### config.mk
export PLATFORM = sky130hd
export DESIGN_NAME = demux_1x2_32_reg
export DESIGN_NICKNAME = d
export VERILOG_FILES = /design/src/rtl/demux_1x2_32_reg_pkg.sv /design/src/rtl/demux_1x2_32_reg_out_slot.sv /design/src/rtl/demux_1x2_32_reg.sv
export SDC_FILE = /design/constraint.sdc
export NUM_CORES = 1
export LEC_CHECK = 0
export ABC_AREA = 0
export BUFFER_PORTS_ARGS = -buffer_cell sky130_fd_sc_hd__clkbuf_2
export CAP_MARGIN = 10
export CORE_MARGIN = 8
export CORE_UTILIZATION = 54
export CTS_BUF_LIST = sky130_fd_sc_hd__clkbuf_8
export DETAILED_ROUTE_END_ITERATION = 6
export GPL_TIMING_DRIVEN = 0
export PLACE_DENSITY = 0.92
export SYNTH_ARGS = -nofsm -noshare
export SYNTH_HDL_FRONTEND = slang
export SYNTH_SLANG_ARGS = --single-unit
### constraint.sdc
create_clock -name clk -period 2.5 [get_ports clk]
set_input_delay 0.25 -clock clk [delete_from_list [all_inputs] [get_ports clk]]
set_output_delay 0.25 -clock clk [all_outputs]
set_load 0.01 [all_outputs]
### src/rtl/demux_1x2_32_reg_pkg.sv
// Shared processor-wide definitions for the registered 1:2 demultiplexer.
// Provides the data width and the select encoding used to steer words.
package demux_1x2_32_reg_pkg;

    localparam int DATA_W = 32;

    localparam logic SEL_Y0 = 1'b0;
    localparam logic SEL_Y1 = 1'b1;

endpackage

### src/rtl/demux_1x2_32_reg_out_slot.sv
// One-entry output register with a valid/ready handshake.
// The slot can take a new word on the same edge that the held word drains.
module out_slot
    import demux_1x2_32_reg_pkg::*;
#(
    parameter int WIDTH = DATA_W
) (
    input  logic             clk,
    input  logic             rst,
    input  logic             fill,
    input  logic [WIDTH-1:0] data,
    input  logic             yk_ready,
    output logic [WIDTH-1:0] yk,
    output logic             yk_valid,
    output logic             slot_ready
);

    logic             r_valid;
    logic [WIDTH-1:0] r_data;

    // Fill wins over drain so a refill on the draining edge leaves no bubble.
    always_ff @(posedge clk) begin
        if (rst) begin
            r_valid <= 1'b0;
            r_data  <= '0;
        end else if (fill) begin
            r_valid <= 1'b1;
            r_data  <= data;
        end else if (r_valid && yk_ready) begin
            r_valid <= 1'b0;
        end
    end

    assign slot_ready = !r_valid || yk_ready;
    assign yk         = r_data;
    assign yk_valid   = r_valid;

endmodule

### src/rtl/demux_1x2_32_reg.sv
// Registered 1:2 demultiplexer: steers op to slot y1 or y0 according to s.
// Each slot stalls independently; op_ready reflects only the selected slot.
module demux_1x2_32_reg
    import demux_1x2_32_reg_pkg::*;
#(
    parameter int WIDTH = DATA_W
) (
    input  logic             clk,
    input  logic             rst,
    input  logic [WIDTH-1:0] op,
    input  logic             s,
    input  logic             op_valid,
    output logic             op_ready,
    output logic [WIDTH-1:0] y1,
    output logic             y1_valid,
    input  logic             y1_ready,
    output logic [WIDTH-1:0] y0,
    output logic             y0_valid,
    input  logic             y0_ready
);

    logic             w_accept;
    logic [1:0]       w_fill;
    logic [1:0]       w_ready_in;
    logic [1:0]       w_slot_ready;
    logic [1:0]       w_valid;
    logic [WIDTH-1:0] w_y [2];

    assign w_ready_in[SEL_Y1] = y1_ready;
    assign w_ready_in[SEL_Y0] = y0_ready;

    assign op_ready = w_slot_ready[s];
    assign w_accept = op_valid && op_ready;

    generate
        for (genvar gi = 0; gi < 2; gi++) begin : g_slot
            assign w_fill[gi] = w_accept && (s == 1'(gi));

            out_slot #(
                .WIDTH(WIDTH)
            ) u_slot (
                .clk       (clk),
                .rst       (rst),
                .fill      (w_fill[gi]),
                .data      (op),
                .yk_ready  (w_ready_in[gi]),
                .yk        (w_y[gi]),
                .yk_valid  (w_valid[gi]),
                .slot_ready(w_slot_ready[gi])
            );
        end
    endgenerate

    assign y1       = w_y[SEL_Y1];
    assign y1_valid = w_valid[SEL_Y1];
    assign y0       = w_y[SEL_Y0];
    assign y0_valid = w_valid[SEL_Y0];

endmodule

==> impl_results.md, run 1 <==
- Status: complete, no violations
- Drt via density: 4.77
- Critical Path Fanout Max: 4
- P per Cell Area: 673 nW/µm²
- CP Capture Type: output pin
- Routed WL: ~6.6 mm
- Sw Ratio: 23.8%
- Vias: about 2.1k
- Async SR Flop Fraction: 0%
- CP max stage delay: about 0.41 ns
- Yosys top cell by area: dfxtp_1
- Area occupied by registers: around 1300 µm²
- CP top delay family: flip-flops
- PostCTS Resize Cnt: 0
- NetSw: 0.575 mW
- Post-Syn Area: 2770 µm²
- Final GP Congestion: 0.776
- Post-CTS setup buffers: 0
- Clock Tree Root: clkbuf_8
- Primary FF master, synth: dfxtp_1
- Drt wl/cell: ~15 µm
- Area grow syn2layout: 29.7%
- GRT met3 Usage: 7.04%
- Routing usage on met2: a little under a third
- Cell with the most instances after synthesis: nand2b_1
- Busiest grt layer: met2
- Fin Setup TNS: 0 ns
- DP HPWL: 5.01 mm
- Top area cells in the synthesized netlist: dfxtp_1 48%, mux2i_1 23%, nand2b_1 22%, buf_12 1.4%, clkbuf_1 1.2%
- Die width: 87.6 µm
- Pint: 1.84 mW
- Setup crit start kind: flop
- IO buf count: 103
- Combinational share of power: about 12%
- Slowest-stage cell, CP: dfxtp_1
- Top cells by count, synth: 96 x nand2b_1, 66 x dfxtp_1, 64 x mux2i_1, 9 x clkbuf_1, 3 x buf_2
- Final Hold Vio Count: 0
- GR met1 Demand/Resource: a little under a fifth
- CTS tree: done
- Residual DRC: 0
- Final ANT Viol Nets: 0
- Leakage: approximately 1.7 nW
- Initial antenna violation count: 0
- Area of the multi-input gates: 1330 µm²
- TritonRoute pass-1 iters: 4
- Final setup violation count: 0
- Kind of critical path: flop to output pin
- Rel. slew slack: between 70 and 80%
- Grt ovf: 0
- Total GRT Usage: around 18%
- Die Y-Extent: roughly 90 µm
- #FFs+latches synth: 66
- Sequence of cells on the critical path: nand2b_4, mux2_2, clkbuf_2
- Core area: 5010 µm²
- Max cap viols: 0
- Top Ports: 105
- VDD IR max: 0.367 mV
- Clock latency at the later pin of the worst-skew pair: 0.32 ns
- Synthesized area per cell: around 11 µm²
- Final #Nets: 404
- Tot Pwr: 2.41 mW
- Post-synthesis sequential area ratio: between 40 and 50%
- Fillers: 406
- Hold Path Class: input pin to flop
- Largest net degree at the start of global routing: 12
- First-pass GRT wire length: ~11 mm
- RSZ-0062 raised after global routing: no
- Max Fclk: 680 MHz
- H-Tree Depth: 3
- Vias in the first global route: 2358
- Tmin final: between 1 and 1.5 ns
- Final Cycle Share: roughly 59%
- Synth cell types: 15
- Post-synthesis cell count: 252
- Worst Clk Skew: 0.00624 ns
- Post-synth EDFFs: 0
- Clock transition at path regs: about 0.08 ns
- Post-Syn Nets: 290
- Sequential share of power: 47.1%
- Critical Path RT: 2.25 ns
- Antenna cells: 0
- Warnings, synthesis: 0
- CP Data Arrival Time: 1.22 ns
- Ratio of cells with drive above 1 in the final layout: 35.3%
- Iteration-0 DRC count of the detailed router: 54
- Max Slew Vio Count: 0
- CTS Buffer Depth: 2
- TritonCTS Buffers: 9
- Hold bufs inserted after CTS: 0
- Buf+Inv Stages, Crit Path: 1
- Yosys top cell area share: 47.8%
- Die Area: 7670 µm²
- Clock power frac: 40.6%
- Row count: 26
- Initial Utilization: 55.2%
- Total clock sinks: 66
- Slew @ Worst Pin: 0.385 ns
[tightest hold or removal path, stage by stage]
cell	delay, ns
clkbuf_2	0.08
nand2b_1	0.07
mux2i_1	0.06
[registers in the layout, summed over array words and instances, names as in the netlist]
signal                  cells
g_slot.u_slot.yk           64
g_slot.u_slot.yk_valid      2
[metal layers]
metal	vias up	part of all wire (%)
li1	1053	-
met1	983	42
met2	64	50
met3	2	7.8
met4	0	0.45
met5	-	0
[power groups by stage]
stage	clock, mW	combinational (mW)	sequential, mW
floorplan	0	0.153	1.18
global placement	0	0.294	1.16
detailed placement	0	0.301	1.16
CTS	0.993	0.303	1.14
global route	1.05	0.323	1.14
finish	0.980	0.296	1.14
[stage by stage]
stage | utilization (%) | std cells | hold slack (ns) | instance area, µm² | worst slack [ns]
2_1_floorplan | - | 252 | 0.426 | 2770 | 1.33
3_3_place_gp | 67.2 | 425 | 0.459 | 3370 | 1.29
3_5_place_dp | 67.2 | 425 | 0.463 | 3370 | 1.26
4_1_cts | 71.6 | 441 | 0.178 | 3590 | 1.01
5_1_grt | 71.6 | 441 | 0.185 | 3590 | 0.958
6_report | 71.6 | 441 | 0.190 | 3590 | 1.03
[kinds of logic (layout without fill, tap and decap cells)]
family / count (synthesis) / count (layout) / synth area share, %
buffers and inverters: 17 / 136 / 4.30
multiplexers: 65 / 65 / 23.6
AO/OA/AOI/OAI: 2 / 2 / 0.362
flip-flops: 66 / 66 / 47.8
AND/OR/NAND/NOR: 102 / 102 / 24.0
[layout by cell type, fill, tap and decap left out]
master      instances
and3_1              1
inv_1               1
nand3b_2            1
clkbuf_8           10
buf_12              2
clkinvlp_4          1
nand2b_4            2
clkbuf_1            9
buf_2               3
bufinv_16           2
nand2b_1           96
and3b_4             1
dfxtp_1            66
buf_4               1
mux2_2              1
nand3_1             1
buf_6               2
clkinv_2            2
a21oi_1             2
mux2i_1            64
clkbuf_2          103
[path summary, 6_finish.rpt]
check	from	slack [ns]	end	cells after the start
setup / recovery	g_slot[0].u_slot.yk_valid	1.03	op_ready	3
hold / removal	op[21]	0.19	g_slot[0].u_slot.yk[21]	3
setup reg to reg	g_slot[0].u_slot.yk_valid	1.25	g_slot[0].u_slot.yk[23]	4
hold reg to reg	g_slot[1].u_slot.yk[18]	0.47	g_slot[1].u_slot.yk[18]	2
[cell type report]
class / count / area share (%)
Clock buffer: 10 / 3.84
Timing Repair Buffer: 103 / 14.4
Tap cell: 70 / 2.44
Clock inverter: 6 / 2.27
Multi-Input combinational cell: 169 / 36.9
Buffer: 17 / 3.31
Sequential cell: 66 / 36.8
No activity file was read; power rests on OpenSTA's default activity.
==> run 2: changes to the inputs <==
Settings changed: ABC_AREA 0 to 1, CORE_UTILIZATION 54 to 53, PLACE_DENSITY 0.92 to 0.87.
Clock period 2.5 ns to 1.4 ns, I/O delays scaled along.
==> run 2 against run 1 <==
Against the previous run: largest power group unchanged; clock skew decreased by 0.0013 ns; routed wire length up 37%; combinational power increased to 2.9 times the previous value; highest routed layer unchanged; die area increased by 19%; non-clock buffer count increased by 18; worst hold slack worse by 0.043 ns; critical endpoint unchanged.
==> impl_results.md, run 2 <==
- Status: complete, no violations
- Slew @ Worst Pin: 0.438 ns (+0.0534 ns)
- Sw Ratio: 30.1% (+6.3 points)
- CP Capture Type: output pin
- Largest register FFs: 64 (unchanged)
- Yosys top cell by area: dfxtp_1
- Top cells by count, synth: 164 x inv_1, 132 x nand2_1, 66 x dfxtp_1, 65 x nor2_1, 64 x nand4_1
- Kind of critical path: flop to output pin
- Clock latency at the later pin of the worst-skew pair: 0.34 ns (+0.02 ns)
- Commonest non-fill, non-tap cell in the layout: inv_1
- Top Ports: 105 (unchanged)
- Clock power frac: 31.7% (-8.9 points)
- R2R Setup Slk: 0.12 ns (-1.13 ns)
- Yosys top cell area share: 39.5% (-8.3 points)
- Post-synthesis cell count: 531 (+110%)
- Initial antenna violation count: 0 (unchanged)
- Worst Hold End: g_slot[0].u_slot.yk[16]
- Critical Path Fanout Max: 2 (-2)
- Total GRT Usage: 20.4% (+2.4 points)
- #FFs+latches synth: 66 (unchanged)
- Final core utilization: 66.6% (-5.0 points)
- Drt via density: 4.66 (-2.3%)
- Sequence of cells on the critical path: nand2_4, buf_6, nor2_2, a31oi_1, buf_2
- CTS Buffer Depth: 2 (unchanged)
- Async SR Flop Fraction: 0% (unchanged)
- Routed WL: 9.09 mm (+37%)
- Worst Clk Skew: 0.00494 ns (-0.00129 ns)
- Post-synth EDFFs: 0 (unchanged)
- Hold Path Class: input pin to flop
- Clock transition at path regs: 0.07 ns (about the same)
- Final ANT Viol Nets: 0 (unchanged)
- Drt wl/cell: 12.5 µm (-17%)
- Initial Utilization: 53.6% (-1.6 points)
- Max Fclk: 742 MHz
- TritonCTS Buffers: 9 (unchanged)
- Max cap viols: 0 (unchanged)
- Post-synthesis sequential area ratio: 39.5% (-8.3 points)
- Area grow syn2layout: 24.2%
- Sequential share of power: 48.3% (+1.2 points)
- Final setup violation count: 0 (unchanged)
- Cell with the most instances after synthesis: inv_1
- First-pass GRT wire length: 14.3 mm (+33%)
- Die Y-Extent: 95.5 µm (+9.0%)
- IO buf count: 103 (unchanged)
- Core area: 6240 µm² (+25%)
- Hold Path Depth: 5 (+2)
- Area occupied by registers: 1320 µm² (about the same)
- Post-Syn Nets: 569 (+96%)
- Final Hold Vio Count: 0 (unchanged)
- Clock Tree Root: clkbuf_8
- Leakage: 2.58 nW (+48%)
- Placed cells: 711 (+67%)
- Fin cells: 729 (+65%)
- Final GP Congestion: 0.837 (+7.8%)
- Max Slew Vio Count: 0 (unchanged)
- RSZ-0062 raised after global routing: yes
- Iteration-0 DRC count of the detailed router: 235 (+340%)
- Ratio of cells with drive above 1 in the final layout: 23.3% (-12 points)
- Slowest-stage cell, CP: dfxtp_2
- Residual DRC: 0 (unchanged)
- VDD IR max: 0.803 mV (+120%)
- Largest net degree at the start of global routing: 11 (-1)
- Vias: 3395 (+62%)
- Setup crit start kind: flop
- Combinational share of power: 20.1% (+7.8 points)
- Die Area: 9110 µm² (+19%)
- H-Tree Depth: 3 (unchanged)
- Area of the multi-input gates: 1190 µm² (-9.9%)
- Reg-to-Reg End: g_slot[1].u_slot.yk[10]
- TritonRoute pass-1 iters: 5 (+1)
- Top area cells in the synthesized netlist: dfxtp_1 39%, inv_1 18%, nand2_1 15%, nand4_1 12%, nor2_1 7.3%
- Final Cycle Share: between 90% and 100%
- Hold bufs inserted after CTS: 0 (unchanged)
- Critical Path RT: 1.26 ns (-0.99 ns)
- Tmin final: roughly 1.3 ns
- Grt ovf: 0 (unchanged)
- NetSw: 1.30 mW (+130%)
- Rel. slew slack: 70.8% (-3.6 points)
- Warnings, synthesis: 0 (unchanged)
- P per Cell Area: 1040 nW/µm² (+54%)
- CP max stage delay: 0.34 ns (-0.07 ns)
- Total clock sinks: 66 (unchanged)
- Tot Pwr: 4.32 mW (+79%)
- Die width: 95.5 µm (+9.0%)
- Reg2reg start: g_slot[1].u_slot.yk_valid
- Row count: 29 (+12%)
- Pre-CTS setup slack: 0.134 ns (-1.13 ns)
- Min-delay src: op[16]
- Synthesized area per cell: 6.30 µm² (-43%)
- Vias in the first global route: 3219 (+37%)
- CP Data Arrival Time: 1.21 ns (about the same)
- Post-Syn Area: 3350 µm² (+21%)
- Fillers: 565 (+39%)
- Post-route setup slack: 0.0531 ns (-0.976 ns)
- Most frequent cells in the layout: 167 x inv_1, 132 x nand2_1, 102 x clkbuf_2, 65 x dfxtp_1
- Primary FF master, synth: dfxtp_1
- CTS tree: done
- Final #Nets: 685 (+70%)
- Reg2Reg Depth: 5 (+1)
- Antenna cells: 0 (unchanged)
- Pint: 3.02 mW (+64%)
- Synth cell types: 16 (+1)
- DP HPWL: 7.10 mm (+42%)
- Hold slack final: 0.147 ns (-0.0426 ns)
run 2: worst max-delay path by stage:
| stage | start | end | slack (ns) | cells past startpoint |
|---|---|---|---|---|
| 3_3_place_gp | g_slot[0].u_slot.yk_valid | op_ready | 0.16 | 5 |
| 3_5_place_dp | g_slot[0].u_slot.yk_valid | op_ready | 0.13 | 5 |
| 6_report | g_slot[0].u_slot.yk_valid | op_ready | 0.05 | 5 |
| 4_1_cts | g_slot[0].u_slot.yk_valid | op_ready | 0.04 | 5 |
| 5_1_grt | g_slot[0].u_slot.yk_valid | op_ready | -0.007 | 5 |
| 2_1_floorplan | g_slot[0].u_slot.yk_valid | op_ready | 0.31 | 4 |
run 2: repair_timing:
item                                    CTS  global route
hold endpoints to repair                  0             0
gates resized for setup                   4             2
setup buffers                             3             0
endpoints found under the setup margin    1             1
pin swaps                                 1             1
run 2: layout make-up:
type | count | share of cell area, %
Sequential cell | 66 | 31.8
Multi-Input combinational cell | 266 | 28.7
Inverter | 166 | 15.1
Timing Repair Buffer | 106 | 12.9
Buffer | 32 | 5.18
Clock buffer | 10 | 3.31
Tap cell | 77 | 2.32
Clock inverter | 6 | 0.632
run 2: cell families (layout without fill, tap and decap cells):
family / after synthesis / in the layout / share of synthesized area [%]
simple gates: 265 / 265 / 35.3
buf+inv: 199 / 320 / 25.1
flops: 66 / 66 / 39.5
compound gates: 1 / 1 / 0.187
run 2: critical path, delay by kind of cell, from the launching register on:
kind	cells	cell delay, ns
flops	1	0.34
buf+inv	2	0.25
compound gates	1	0.17
simple gates	2	0.10
run 2: power by group through the flow:
stage | sequential (mW) | combinational (mW) | clock, mW
global route | 2.10 | 0.981 | 1.45
floorplan | 2.18 | 0.485 | 0
global placement | 2.12 | 0.832 | 0
detailed placement | 2.12 | 0.856 | 0
CTS | 2.08 | 0.869 | 1.40
finish | 2.08 | 0.865 | 1.37
run 2: routing by layer:
| layer | wire length (µm) | global-route usage [%] | vias up |
|---|---|---|---|
| met5 | 0 | 0 | - |
| met4 | 290 | 11.8 | 0 |
| met3 | 785 | 5.59 | 21 |
| met2 | 4290 | 33.7 | 134 |
| met1 | 3720 | 23.1 | 1467 |
| li1 | - | - | 1773 |
run 2: stage by stage:
step	instance area [µm²]	setup TNS [ns]
finish	4160	0
global route	4160	-0.00712
CTS	4160	0
detailed placement	3960	0
global placement	3960	0
floorplan	3350	0
